--- src/rtl/sram_port_arbiter.sv ---
// Arbitrates one single-ported synchronous SRAM between the instruction-fetch
// port and the data (load/store) port. MEM normally wins a conflict; a wait
// counter forces IF through after MAX_WAIT consecutive denied cycles. Read
// data returns one cycle after the grant and is steered by a registered owner
// state; each port keeps its last read word for stalled consumers.
module sram_port_arbiter #(
  parameter int ADDR_W   = 32,
  parameter int DATA_W   = 32,
  parameter int MAX_WAIT = 4
) (
  input  logic                clk,
  input  logic                rst,
  input  logic                inst_req,
  input  logic [ADDR_W-1:0]   inst_addr,
  output logic                inst_gnt,
  output logic                inst_rvalid,
  output logic [DATA_W-1:0]   inst_rdata,
  input  logic                data_req,
  input  logic [DATA_W/8-1:0] data_wen,
  input  logic [ADDR_W-1:0]   data_addr,
  input  logic [DATA_W-1:0]   data_wdata,
  output logic                data_gnt,
  output logic                data_rvalid,
  output logic [DATA_W-1:0]   data_rdata,
  output logic                sram_en,
  output logic [DATA_W/8-1:0] sram_wen,
  output logic [ADDR_W-1:0]   sram_addr,
  output logic [DATA_W-1:0]   sram_wdata,
  input  logic [DATA_W-1:0]   sram_rdata,
  output logic                stallreq_if,
  output logic                stallreq_mem
);

  localparam logic [3:0] WAIT_LIMIT = 4'(MAX_WAIT);

  typedef enum logic [1:0] {
    RESP_NONE = 2'd0,
    RESP_INST = 2'd1,
    RESP_DATA = 2'd2
  } resp_state_t;

  resp_state_t       resp_state_q, resp_state_d;
  logic [3:0]        wait_cnt_q, wait_cnt_d;
  logic [DATA_W-1:0] inst_hold_q, inst_hold_d;
  logic [DATA_W-1:0] data_hold_q, data_hold_d;
  logic              starve;

  assign starve = (wait_cnt_q == WAIT_LIMIT);

  // Same-cycle grant: MEM has priority unless IF has waited MAX_WAIT cycles.
  always_comb begin
    inst_gnt = 1'b0;
    data_gnt = 1'b0;
    if (inst_req && data_req) begin
      if (starve) inst_gnt = 1'b1;
      else        data_gnt = 1'b1;
    end else if (inst_req) begin
      inst_gnt = 1'b1;
    end else if (data_req) begin
      data_gnt = 1'b1;
    end
  end

  // SRAM command mux; an IF access is always a read, idle drives zeros.
  always_comb begin
    sram_en    = inst_gnt | data_gnt;
    sram_wen   = '0;
    sram_addr  = '0;
    sram_wdata = '0;
    if (data_gnt) begin
      sram_wen   = data_wen;
      sram_addr  = data_addr;
      sram_wdata = data_wdata;
    end else if (inst_gnt) begin
      sram_addr  = inst_addr;
    end
  end

  assign stallreq_if  = inst_req & ~inst_gnt;
  assign stallreq_mem = data_req & ~data_gnt;

  // Count consecutive denied IF cycles, saturating at the forcing threshold.
  always_comb begin
    wait_cnt_d = wait_cnt_q;
    if (!inst_req || inst_gnt) begin
      wait_cnt_d = 4'd0;
    end else if (wait_cnt_q != WAIT_LIMIT) begin
      wait_cnt_d = wait_cnt_q + 4'd1;
    end
  end

  // Record which port owns the read issued this cycle; writes return nothing.
  always_comb begin
    resp_state_d = RESP_NONE;
    if (inst_gnt) begin
      resp_state_d = RESP_INST;
    end else if (data_gnt && (data_wen == '0)) begin
      resp_state_d = RESP_DATA;
    end
  end

  assign inst_rvalid = (resp_state_q == RESP_INST);
  assign data_rvalid = (resp_state_q == RESP_DATA);
  assign inst_rdata  = inst_rvalid ? sram_rdata : inst_hold_q;
  assign data_rdata  = data_rvalid ? sram_rdata : data_hold_q;

  // Capture the returning word at the end of each port's valid cycle.
  always_comb begin
    inst_hold_d = inst_rvalid ? sram_rdata : inst_hold_q;
    data_hold_d = data_rvalid ? sram_rdata : data_hold_q;
  end

  // State registers; reset discards any outstanding read immediately.
  always_ff @(posedge clk or posedge rst) begin
    if (rst) begin
      resp_state_q <= RESP_NONE;
      wait_cnt_q   <= 4'd0;
      inst_hold_q  <= '0;
      data_hold_q  <= '0;
    end else begin
      resp_state_q <= resp_state_d;
      wait_cnt_q   <= wait_cnt_d;
      inst_hold_q  <= inst_hold_d;
      data_hold_q  <= data_hold_d;
    end
  end

endmodule

--- config.mk ---
export PLATFORM = sky130hd
export DESIGN_NAME = sram_port_arbiter
export DESIGN_NICKNAME = d
export VERILOG_FILES = /design/src/rtl/sram_port_arbiter.sv
export SDC_FILE = /design/constraint.sdc
export NUM_CORES = 1
export LEC_CHECK = 0
export ABC_AREA = 1
export CORE_ASPECT_RATIO = 0.7
export CORE_MARGIN = 4
export CORE_UTILIZATION = 34
export CTS_CLUSTER_SIZE = 30
export DETAILED_ROUTE_END_ITERATION = 16
export GPL_ROUTABILITY_DRIVEN = 1
export PLACE_DENSITY = 0.88
export SLEW_MARGIN = 20
export SYNTH_ARGS = -nofsm -noshare
export SYNTH_HDL_FRONTEND = slang
export SYNTH_SLANG_ARGS = --single-unit
export TNS_END_PERCENT = 20
--- constraint.sdc ---
create_clock -name clk -period 2.6 [get_ports clk]
set_input_delay 0.26 -clock clk [delete_from_list [all_inputs] [get_ports clk]]
set_output_delay 0.26 -clock clk [all_outputs]
set_load 0.1 [all_outputs]
==> results.json <==
{
  "synth_top_cell_by_area": "dfrtp_1",
  "vias": 4147,
  "clk_latency_ns": 0.32,
  "cts_made_buffers": 9,
  "crit_type": "reg -> out",
  "syn_area_um2": 3557,
  "worstPathRequired_ns": 2.34,
  "synth_mux_area_share_pct": 0,
  "syn_nets": 605,
  "start_util_pct": 35.76,
  "yosysMostFrequentCell": "nand2_1",
  "yosys.area.top_type_share_pct": 49.24,
  "final_layout_size_suffix_gt1_share_pct": 26.47,
  "synthAdderAreaFrac_pct": 0.7035,
  "setup_viol": 0,
  "dieArea_um2": 12190,
  "critPathMaxStageDelay_ns": 0.48,
  "crit_chain": "inv_1, ha_1, nand3_1, nand2_2, nand3_1, nand2_1, buf_12",
  "ctsHoldBuffers": 0,
  "drc_errors": 0,
  "peakVddDrop_mv": 0.4331,
  "path_clk_slew_ns": 0.05,
  "skew_ns": 0.006787,
  "worst_slew_pin_slew_ns": 0.6259,
  "grt_max_degree": 66,
  "use_met3_pct": 7.820,
  "yosys.area_share.simple_pct": 27.51,
  "grt.busiest_layer": "met2",
  "cp-end-kind": "primary output",
  "crit_fanout": 35,
  "cts_resized": 0,
  "crit_top_cell": "nand3_1",
  "wl_per_cell_um": 17.63,
  "max_freq_mhz": 425.7,
  "ys_ff_latch": 70,
  "min_path_type": "in -> async",
  "finalInstanceArea_um2": 8065,
  "avgSynthCellArea_um2": 7.617,
  "final_hold_viol_count": 0,
  "yosysUniqueCellTypes": 23,
  "ant_nets": 0,
  "slew_headroom_pct": 58.12,
  "cts_setup_buffers": 0,
  "final_util_pct": 81.08,
  "min_period_ns": 2.349,
  "n_antenna_cell": 0,
  "synth_common_cells": "100 x nand2_1, 78 x inv_1, 70 x dfrtp_1",
  "synth_edf_count": 0,
  "cts_tree": "done",
  "cts_buffer_depth": 2,
  "place_congestion": 0.9289,
  "layout.nets": 867,
  "p_leak_nw": 3.938,
  "synthTopCellsByArea": "dfrtp_1 49%, nand2_1 11%, nand3_1 9.3%, o21ai_0 8.6%, inv_1 8.2%",
  "rows": 30,
  "fin_crit_sh_pct": 90.34,
  "cts_root_buf": "clkbuf_16",
  "wl_mm": 15.18,
  "ctsHtreeMaxLevel": 3,
  "grt_setup_unrepaired": "no",
  "grt_pass1_wl_mm": 22.72,
  "antenna_found_initial": 0,
  "gr-usage-met1_pct": 24.18,
  "finalPower_mw": 6.477,
  "firstDrtPassIters": 6,
  "io_buffer_count": 274,
  "core-area_um2": 9947,
  "ios": 275,
  "placed_area_um2": 7776,
  "yosys_most_used_dff": "dfrtp_1",
  "synth-compound-area-share_pct": 9.005,
  "slowest_stage": "nand2_2",
  "p_per_area_nw_per_um2": 803.1,
  "synthCells": 467,
  "synth_warnings": 0,
  "synthArstFlopShare_pct": 100.0,
  "critPathLaunchType": "flop",
  "fin_tns_setup_ns": 0,
  "grtUsageTotal_pct": 24.21,
  "grt-ovfl-total": 0,
  "fill_cells": 538,
  "slew_violations": 0,
  "drt-vias-per-instance": 4.816,
  "maxCapViolations": 0,
  "grt_pass1_vias": 4405,
  "cts_sinks": 70,
  "grt.met2_usage_pct": 46.42,
  "synth_xor_area_share_pct": 0.2462,
  "die_w_um": 130.3,
  "die_h_um": 93.58,
  "status": "finished clean",
  "hold-worst-slack_ns": 0.3615,
  "crit_arrival_ns": 2.09,
  "syn2layout_area_growth_pct": 126.7,
  "first_iter_violations": 229,
  "dp_hpwl_mm": 12.50,
  "seq_area_frac_synth_pct": 49.24,
  "synth_top_family_by_area": "simple AND/OR/NAND/NOR gates"
}
==> report_power, final <==
group | switching (mW) | internal, mW
clock | 0.423 | 0.734
sequential | 0.0590 | 1.29
combinational | 2.66 | 1.32
total | 3.14 | 3.34
==> cells in the final DEF (no fill, tap or decap), types with 9 or more instances in the layout <==
| master | count |
|---|---|
| buf_12 | 141 |
| clkbuf_16 | 9 |
| clkdlybuf4s50_1 | 135 |
| dfrtp_1 | 70 |
| inv_1 | 77 |
| nand2_1 | 99 |
| nand3_1 | 66 |
| nor2_1 | 24 |
| nor2_2 | 20 |
| o21ai_0 | 56 |
==> registers in the layout, summed over array words and instances (netlist names) <==
name and flops:
wait_cnt_q 4, data_hold_q 32, resp_state_q 2, inst_hold_q 32
==> area by class of cell <==
type | instances | area (µm²) | area share [%]
clock buffers | 9 | 225.2 | 2.792
clock inverters | 6 | 63.81 | 0.7912
inverters | 80 | 300.3 | 3.723
multi-input cells | 285 | 1338 | 16.58
flip-flops and latches | 70 | 1752 | 21.72
well taps | 128 | 160.2 | 1.986
repair buffers | 283 | 4227 | 52.40
==> through the flow <==
stage	std cells	worst slack [ns]
floorplan	467	-0.8105
global placement	846	0.5093
detailed placement	846	0.4321
CTS	861	0.2514
global route	861	0.09419
finish	861	0.2511
==> critical path: cells and delay by family, from the launching register on <==
| family | cells | cell delay (ns) |
|---|---|---|
| buf+inv | 2 | 0.25 |
| fa+ha+maj | 1 | 0.16 |
| flops | 1 | 0.41 |
| simple gates | 4 | 0.93 |
==> per-layer routing <==
layer / vias to the layer above / part of all wire, %
met4: 0 / 3.1
li1: 1956 / -
met2: 203 / 55
met3: 32 / 9.0
met5: - / 0
met1: 1956 / 33
==> cells by family (layout without fill, tap and decap cells) <==
| group | after synthesis | in the layout |
|---|---|---|
| fa+ha+maj | 2 | 2 |
| compound gates | 64 | 64 |
| flops | 70 | 70 |
| xor+xnor | 1 | 1 |
| simple gates | 218 | 218 |
| buf+inv | 112 | 378 |
==> path summary, 6_finish.rpt <==
| path | from | to | slack [ns] | cells past startpoint |
|---|---|---|---|---|
| worst max-delay path | wait_cnt_q[0] | sram_addr[9] | 0.25 | 7 |
| worst min-delay path | rst | inst_hold_q[31] | 0.36 | 2 |
| worst max register to register | resp_state_q[1] | inst_hold_q[21] | 1.08 | 3 |
| worst min register to register | wait_cnt_q[0] | wait_cnt_q[0] | 0.50 | 1 |
| max in group asynchronous | rst | inst_hold_q[2] | 1.59 | 3 |
| min in group clk | wait_cnt_q[0] | wait_cnt_q[0] | 0.50 | 1 |
No activity file was read; power rests on OpenSTA's default activity.
